--- src/rtl/neuron_sequencer_if.sv ---
// Bus between neuron_sequencer (master) and the MAC datapath / ROMs /
// result buffer (slave). Clock and reset stay plain ports on the sequencer.
interface neuron_sequencer_if #(
   parameter int IN_AW = 4,
   parameter int W_AW  = 7,
   parameter int N_AW  = 3
);
   logic              start;
   logic              abort;
   logic [7:0]        dp_out;
   logic              busy;
   logic              done;
   logic [IN_AW-1:0]  in_addr;
   logic [W_AW-1:0]   weight_addr;
   logic              input_register;
   logic              acc_reset;
   logic              acc_en;
   logic              result_we;
   logic [N_AW-1:0]   result_addr;
   logic [7:0]        result_data;

   modport master (
      input  start, abort, dp_out,
      output busy, done, in_addr, weight_addr, input_register,
             acc_reset, acc_en, result_we, result_addr, result_data
   );

   modport slave (
      output start, abort, dp_out,
      input  busy, done, in_addr, weight_addr, input_register,
             acc_reset, acc_en, result_we, result_addr, result_data
   );
endinterface

--- src/rtl/neuron_sequencer.sv ---
// Control FSM for the neuron MAC datapath: per neuron it clears the
// accumulator, streams N_INPUTS ROM addresses, drains the last product and
// writes the saturated result; a one-cycle done pulse ends the layer.
// Optional macro NEURON_SEQ_ABORT_EN enables the synchronous abort input.
module neuron_sequencer #(
   parameter int N_INPUTS  = 16,
   parameter int N_NEURONS = 8,
   parameter int IN_AW     = 4,
   parameter int W_AW      = 7,
   parameter int N_AW      = 3
) (
   input  logic                clk_i,
   input  logic                rst_ni,
   neuron_sequencer_if.master  bus
);

   localparam logic [2:0] S_IDLE  = 3'd0;
   localparam logic [2:0] S_CLEAR = 3'd1;
   localparam logic [2:0] S_LOAD  = 3'd2;
   localparam logic [2:0] S_DRAIN = 3'd3;
   localparam logic [2:0] S_WRITE = 3'd4;
   localparam logic [2:0] S_DONE  = 3'd5;

   localparam logic [IN_AW-1:0] I_LAST = IN_AW'(N_INPUTS - 1);
   localparam logic [N_AW-1:0]  N_LAST = N_AW'(N_NEURONS - 1);

   logic [2:0]       state_q, state_d;
   logic [IN_AW-1:0] i_q, i_d;
   logic [N_AW-1:0]  n_q, n_d;
   logic             busy_q, busy_d;
   logic             done_q, done_d;
   logic             in_reg_q, in_reg_d;
   logic             acc_reset_q, acc_reset_d;
   logic             acc_en_q, acc_en_d;
   logic             result_we_q, result_we_d;
   logic [N_AW-1:0]  result_addr_q, result_addr_d;
   logic [7:0]       result_data_q, result_data_d;

`ifndef NEURON_SEQ_ABORT_EN
   logic unused_abort;
   assign unused_abort = bus.abort;
`endif

   // Next state, counters and next values of the registered outputs
   always_comb begin
      state_d = state_q;
      i_d     = i_q;
      n_d     = n_q;
      case (state_q)
         S_IDLE: begin
            if (bus.start) begin
               state_d = S_CLEAR;
               i_d     = '0;
               n_d     = '0;
            end
         end
         S_CLEAR: state_d = S_LOAD;
         S_LOAD: begin
            if (i_q == I_LAST) begin
               i_d     = '0;
               state_d = S_DRAIN;
            end else begin
               i_d = i_q + 1'b1;
            end
         end
         S_DRAIN: state_d = S_WRITE;
         S_WRITE: begin
            if (n_q == N_LAST) begin
               state_d = S_DONE;
            end else begin
               n_d     = n_q + 1'b1;
               state_d = S_CLEAR;
            end
         end
         S_DONE:  state_d = S_IDLE;
         default: state_d = S_IDLE;
      endcase
`ifdef NEURON_SEQ_ABORT_EN
      if (bus.abort && (state_q != S_IDLE)) begin
         state_d = S_IDLE;
         i_d     = '0;
         n_d     = '0;
      end
`endif
      // Strobes are decoded from the state being entered so they line up
      // with that state's cycle. acc_en follows input_register by one cycle
      // and result_we follows WRITE by one cycle (so dp_out is captured
      // after the last accumulate); both are dropped when falling to IDLE.
      busy_d        = (state_d != S_IDLE) && (state_d != S_DONE);
      done_d        = (state_d == S_DONE);
      acc_reset_d   = (state_d == S_CLEAR);
      in_reg_d      = (state_d == S_LOAD);
      acc_en_d      = in_reg_q && (state_d != S_IDLE);
      result_we_d   = (state_q == S_WRITE) && (state_d != S_IDLE);
      result_addr_d = result_addr_q;
      result_data_d = result_data_q;
      if (result_we_d) begin
         result_addr_d = n_q;
         result_data_d = bus.dp_out;
      end
   end

   // State, counter and output registers with asynchronous clear
   always_ff @(posedge clk_i or negedge rst_ni) begin
      if (!rst_ni) begin
         state_q       <= S_IDLE;
         i_q           <= '0;
         n_q           <= '0;
         busy_q        <= 1'b0;
         done_q        <= 1'b0;
         in_reg_q      <= 1'b0;
         acc_reset_q   <= 1'b0;
         acc_en_q      <= 1'b0;
         result_we_q   <= 1'b0;
         result_addr_q <= '0;
         result_data_q <= '0;
      end else begin
         state_q       <= state_d;
         i_q           <= i_d;
         n_q           <= n_d;
         busy_q        <= busy_d;
         done_q        <= done_d;
         in_reg_q      <= in_reg_d;
         acc_reset_q   <= acc_reset_d;
         acc_en_q      <= acc_en_d;
         result_we_q   <= result_we_d;
         result_addr_q <= result_addr_d;
         result_data_q <= result_data_d;
      end
   end

   assign bus.in_addr        = i_q;
   assign bus.weight_addr    = W_AW'(n_q) * W_AW'(N_INPUTS) + W_AW'(i_q);
   assign bus.busy           = busy_q;
   assign bus.done           = done_q;
   assign bus.input_register = in_reg_q;
   assign bus.acc_reset      = acc_reset_q;
   assign bus.acc_en         = acc_en_q;
   assign bus.result_we      = result_we_q;
   assign bus.result_addr    = result_addr_q;
   assign bus.result_data    = result_data_q;

endmodule

--- src/flat_wrapper.sv ---
// flat-port wrapper written by rule: the top's interface ports become plain ports
module neuron_sequencer_flat 
#(
   parameter int N_INPUTS  = 16,
   parameter int N_NEURONS = 8,
   parameter int IN_AW     = 4,
   parameter int W_AW      = 7,
   parameter int N_AW      = 3
)
  (clk_i, rst_ni, bus_start, bus_abort, bus_dp_out, bus_busy, bus_done, bus_in_addr, bus_weight_addr, bus_input_register, bus_acc_reset, bus_acc_en, bus_result_we, bus_result_addr, bus_result_data);
  neuron_sequencer_if #(.IN_AW(IN_AW), .W_AW(W_AW), .N_AW(N_AW)) bus_i ();
  input  logic clk_i;
  input  logic rst_ni;
  input wire logic [$bits(bus_i.start)-1:0] bus_start;
  input wire logic [$bits(bus_i.abort)-1:0] bus_abort;
  input wire logic [$bits(bus_i.dp_out)-1:0] bus_dp_out;
  output wire logic [$bits(bus_i.busy)-1:0] bus_busy;
  output wire logic [$bits(bus_i.done)-1:0] bus_done;
  output wire logic [$bits(bus_i.in_addr)-1:0] bus_in_addr;
  output wire logic [$bits(bus_i.weight_addr)-1:0] bus_weight_addr;
  output wire logic [$bits(bus_i.input_register)-1:0] bus_input_register;
  output wire logic [$bits(bus_i.acc_reset)-1:0] bus_acc_reset;
  output wire logic [$bits(bus_i.acc_en)-1:0] bus_acc_en;
  output wire logic [$bits(bus_i.result_we)-1:0] bus_result_we;
  output wire logic [$bits(bus_i.result_addr)-1:0] bus_result_addr;
  output wire logic [$bits(bus_i.result_data)-1:0] bus_result_data;
  assign bus_i.start = bus_start;
  assign bus_i.abort = bus_abort;
  assign bus_i.dp_out = bus_dp_out;
  assign bus_busy = bus_i.busy;
  assign bus_done = bus_i.done;
  assign bus_in_addr = bus_i.in_addr;
  assign bus_weight_addr = bus_i.weight_addr;
  assign bus_input_register = bus_i.input_register;
  assign bus_acc_reset = bus_i.acc_reset;
  assign bus_acc_en = bus_i.acc_en;
  assign bus_result_we = bus_i.result_we;
  assign bus_result_addr = bus_i.result_addr;
  assign bus_result_data = bus_i.result_data;
  neuron_sequencer #(.N_INPUTS(N_INPUTS), .N_NEURONS(N_NEURONS), .IN_AW(IN_AW), .W_AW(W_AW), .N_AW(N_AW)) u_core (.clk_i(clk_i), .rst_ni(rst_ni), .bus(bus_i));
endmodule
--- config.mk ---
export PLATFORM = sky130hd
export DESIGN_NAME = neuron_sequencer_flat
export DESIGN_NICKNAME = d
export VERILOG_FILES = /design/src/rtl/neuron_sequencer_if.sv /design/src/rtl/neuron_sequencer.sv /design/src/flat_wrapper.sv
export SDC_FILE = /design/constraint.sdc
export NUM_CORES = 1
export LEC_CHECK = 0
export ABC_AREA = 1
export BUFFER_PORTS_ARGS = -buffer_cell sky130_fd_sc_hd__buf_2
export CAP_MARGIN = 20
export CORE_AREA = 3 3 56 63
export CTS_CLUSTER_SIZE = 16
export DETAILED_ROUTE_END_ITERATION = 8
export DIE_AREA = 0 0 59 66
export PLACE_DENSITY = 0.65
export REMOVE_ABC_BUFFERS = 1
export SLEW_MARGIN = 20
export SYNTH_ARGS = -nofsm -noshare
export SYNTH_HDL_FRONTEND = slang
export SYNTH_SLANG_ARGS = --single-unit
--- constraint.sdc ---
create_clock -name clk_i -period 1.35 [get_ports clk_i]
set_clock_uncertainty 0.05 [all_clocks]
set_input_delay 0.2025 -clock clk_i [delete_from_list [all_inputs] [get_ports clk_i]]
set_output_delay 0.2025 -clock clk_i [all_outputs]
set_load 0.005 [all_outputs]
==> flow_summary.yaml <==
floorplanning:
  die_height_um: 66
  num_rows: 21
  initial_core_util_pct: 39.3
  fp.coreArea_mm2: 0.00300
  ios: 40
  die_w_um: 59
  dieArea_mm2: 0.00389
worst_setup_path:
  cp.buffers_inverters: 0
  crit_chain: "ha_1, nand2_1, nor2_1, nand2_1, nand3_4, nor2_4, nor2_1"
  required_ns: 1.52
  r2r_slack_ns: 0.05
  r2r_start: "u_core.bus.in_addr[1]"
  path_max_fanout: 4
  cpLargestDelayFamily: "simple AND/OR/NAND/NOR gates"
  critPathSlowestCell: "dfrtp_1"
  r2r_cells: 7
  slowest_delay_ns: 0.44
  critPathArrivalTime_ns: 1.47
  crit_type: "flop to flop"
  crit_path_end_kind: "flop"
  cp-start-kind: "flop"
  rr_endpoint: "u_core.bus.busy"
synth:
  synth-seq-cells: 27
  ys_top_cells_by_area: "dfrtp_1 (57%), nand2_1 (12%), inv_1 (3.5%)"
  ys_types: 20
  synthCells: 119
  avgSynthCellArea_um2: 9.88
  ys_warn_count: 0
  synth.largest_area_cell: "dfrtp_1"
  yosys.area.top_type_share_pct: 57.4
  syn_area_mm2: 0.00118
  ys_seq_area_share_pct: 57.4
hold_path:
  hold_depth: 3
  min-delay-start: "bus_dp_out[3]"
  hold_path.class: "input port to flop"
  holdPathEnd: "u_core.bus.result_data[3]"
route:
  drtAntennaViolNets: 0
  drtIter0Drc: 22
  drt_first_pass_iters: 4
  vias: 928
  routedWlPerCell_um: 11.3
  viasPerCell: 4.64
  drc_errors: 0
  postRouteWirelength_um: 2260
flow_run:
  max-cap-violations: 0
sta:
  period_share_pct: 96.0
  finalMaxSlewViolations: 0
  tightestPinTransition_ns: 0.578
  fmax_mhz: 771
  setup_viol: 0
  hold_violations: 0
  fin_crit_ns: 1.30
  hold_slack_ns: 0.0204
  slew_headroom_pct: 61.4
final_layout:
  fill_cells: 285
  num_antenna_cells: 0
  syn2layout_area_growth_pct: 28.8
  fin_nets: 182
  final_cell_area_mm2: 0.00152
  drive_gt1_share_pct: 42.8
cts:
  cts_sinks: 27
  ctsRootBufferMaster: "clkbuf_4"
  clk_pin_slew_worst_paths_ns: 0.14
  worstSkewPairLatency_ns: 0.31
  cts-buffers-inserted: 3
  cts_buffer_depth: 2
  cts_tree: "yes"
  htree_levels: 1
placement:
  gp_congestion: 0.738
  dp_hpwl_um: 1770
  portBuffers: 38
  place_area_mm2: 0.00143
power:
  power_density_mw_per_mm2: 2090
  vdd_drop_max_mv: 1.00
  p_leak_nw: 0.836
status:
  status: "completed"
grt:
  grt_antenna_before_repair: 0
  grt_max_degree: 28
  grtUsageTotal_pct: 12.7
  gr-total-overflow: 0
  grt_pass1_vias: 897
  grt_first_pass_wirelength_um: 3840
[worst max path at each step]
stage | start | end | depth (start not counted)
detailed placement | u_core.state_q[0] | u_core.bus.busy | 6
CTS | u_core.n_q[0] | u_core.n_q[1] | 6
global placement | u_core.n_q[0] | u_core.bus.busy | 6
finish | u_core.bus.in_addr[1] | u_core.bus.busy | 7
floorplan | u_core.n_q[0] | u_core.bus.busy | 6
global route | u_core.bus.in_addr[1] | u_core.bus.busy | 7
[synthesized netlist by cell type]
| master | number |
|---|---|
| ha_1 | 3 |
| nand3_1 | 7 |
| nor2_2 | 3 |
| nand3_4 | 1 |
| or2_2 | 1 |
| inv_2 | 1 |
| nand2_2 | 1 |
| nand2_1 | 37 |
| o21ai_1 | 7 |
| a31o_1 | 1 |
| nor2_1 | 4 |
| inv_1 | 11 |
| xor2_1 | 1 |
| o21ai_2 | 4 |
| buf_4 | 4 |
| o21bai_1 | 1 |
| dfrtp_1 | 27 |
| nor2_4 | 2 |
| nand3_2 | 1 |
| buf_6 | 2 |
[sequential cells by signal (all words and copies together), names as in the netlist]
| register | cells |
|---|---|
| u_core.state_q | 3 |
| u_core.bus.result_we | 1 |
| u_core.bus.input_register | 1 |
| u_core.bus.busy | 1 |
| u_core.bus.in_addr | 4 |
| u_core.bus.result_data | 8 |
| u_core.bus.result_addr | 3 |
| u_core.bus.done | 1 |
| u_core.n_q | 3 |
| u_core.bus.acc_en | 1 |
| u_core.bus.acc_reset | 1 |
[final cells by class]
cell class	count	area (µm²)	share of cell area, %
clock buffers	3	22.5	1.49
clock inverters	1	5.00	0.330
inverters	12	47.5	3.14
multi-input cells	74	433	28.6
flip-flops and latches	27	677	44.7
well taps	34	42.5	2.81
repair buffers	49	288	19.0
[power breakdown]
group / leakage, nW / switching (mW) / internal, mW
registers: 0.343 / 0.208 / 1.15
logic: 0.475 / 0.772 / 0.705
clock network: 0.0177 / 0.231 / 0.111
[worst register-to-register path, cell delays in order, from the launching register on]
cell,delay [ns]
dfrtp_1,0.44
ha_1,0.20
nand2_1,0.11
nor2_1,0.05
nand2_1,0.11
nand3_4,0.10
nor2_4,0.09
nor2_1,0.05
[placed cells by master (no fill, tap or decap), types with 2 or more instances in the layout]
cell	Yosys	final
nor2_1	4	4
nand2_1	37	37
clkbuf_4	0	3
dfrtp_1	27	26
inv_1	11	9
inv_2	1	2
o21ai_1	7	7
buf_4	4	9
nor2_4	2	4
buf_2	0	38
o21ai_2	4	4
nand3_1	7	7
[repair_timing]
action / 4_1_cts / 5_1_grt
resized for setup: 4 / 6
endpoints found under the setup margin: 12 / 13
hold endpoints to repair: 27 / 0
hold buffers: 1 / 0
buffers inserted: 0 / 2
[metal layers]
| layer | vias to the layer above | part of all wire (%) | track usage, % |
|---|---|---|---|
| met5 | - | 0 | 0 |
| met4 | 0 | 0.35 | 3.40 |
| met3 | 2 | 7.9 | 2.73 |
| met2 | 30 | 49 | 23.3 |
| met1 | 434 | 42 | 14.5 |
| li1 | 462 | - | - |
[cells by family (layout without fill, tap and decap cells)]
family                   count (synthesis)  in the layout  synth area share, %
AO/OA/AOI/OAI                           13             13                 7.34
XOR/XNOR                                 1              1                0.745
adder cells (fa/ha/maj)                  3              3                 3.19
flip-flops                              27             27                 57.4
AND/OR/NAND/NOR                         57             57                 23.0
buffers and inverters                   18             65                 8.30
[per-stage QoR]
stage               total power [mW]  instances  setup TNS [ns]  setup slack (ns)  util, %
finish                          3.17        200               0            0.0534     50.6
global route                    3.49        200        -0.00589          -0.00589     50.6
CTS                             3.14        198               0            0.0207     49.2
detailed placement              2.79        193        -0.00962          -0.00639     47.7
global placement                2.73        193               0            0.0236     47.7
floorplan                       2.12        113               0            0.0249        -
Power figures use the tool's default switching activity.
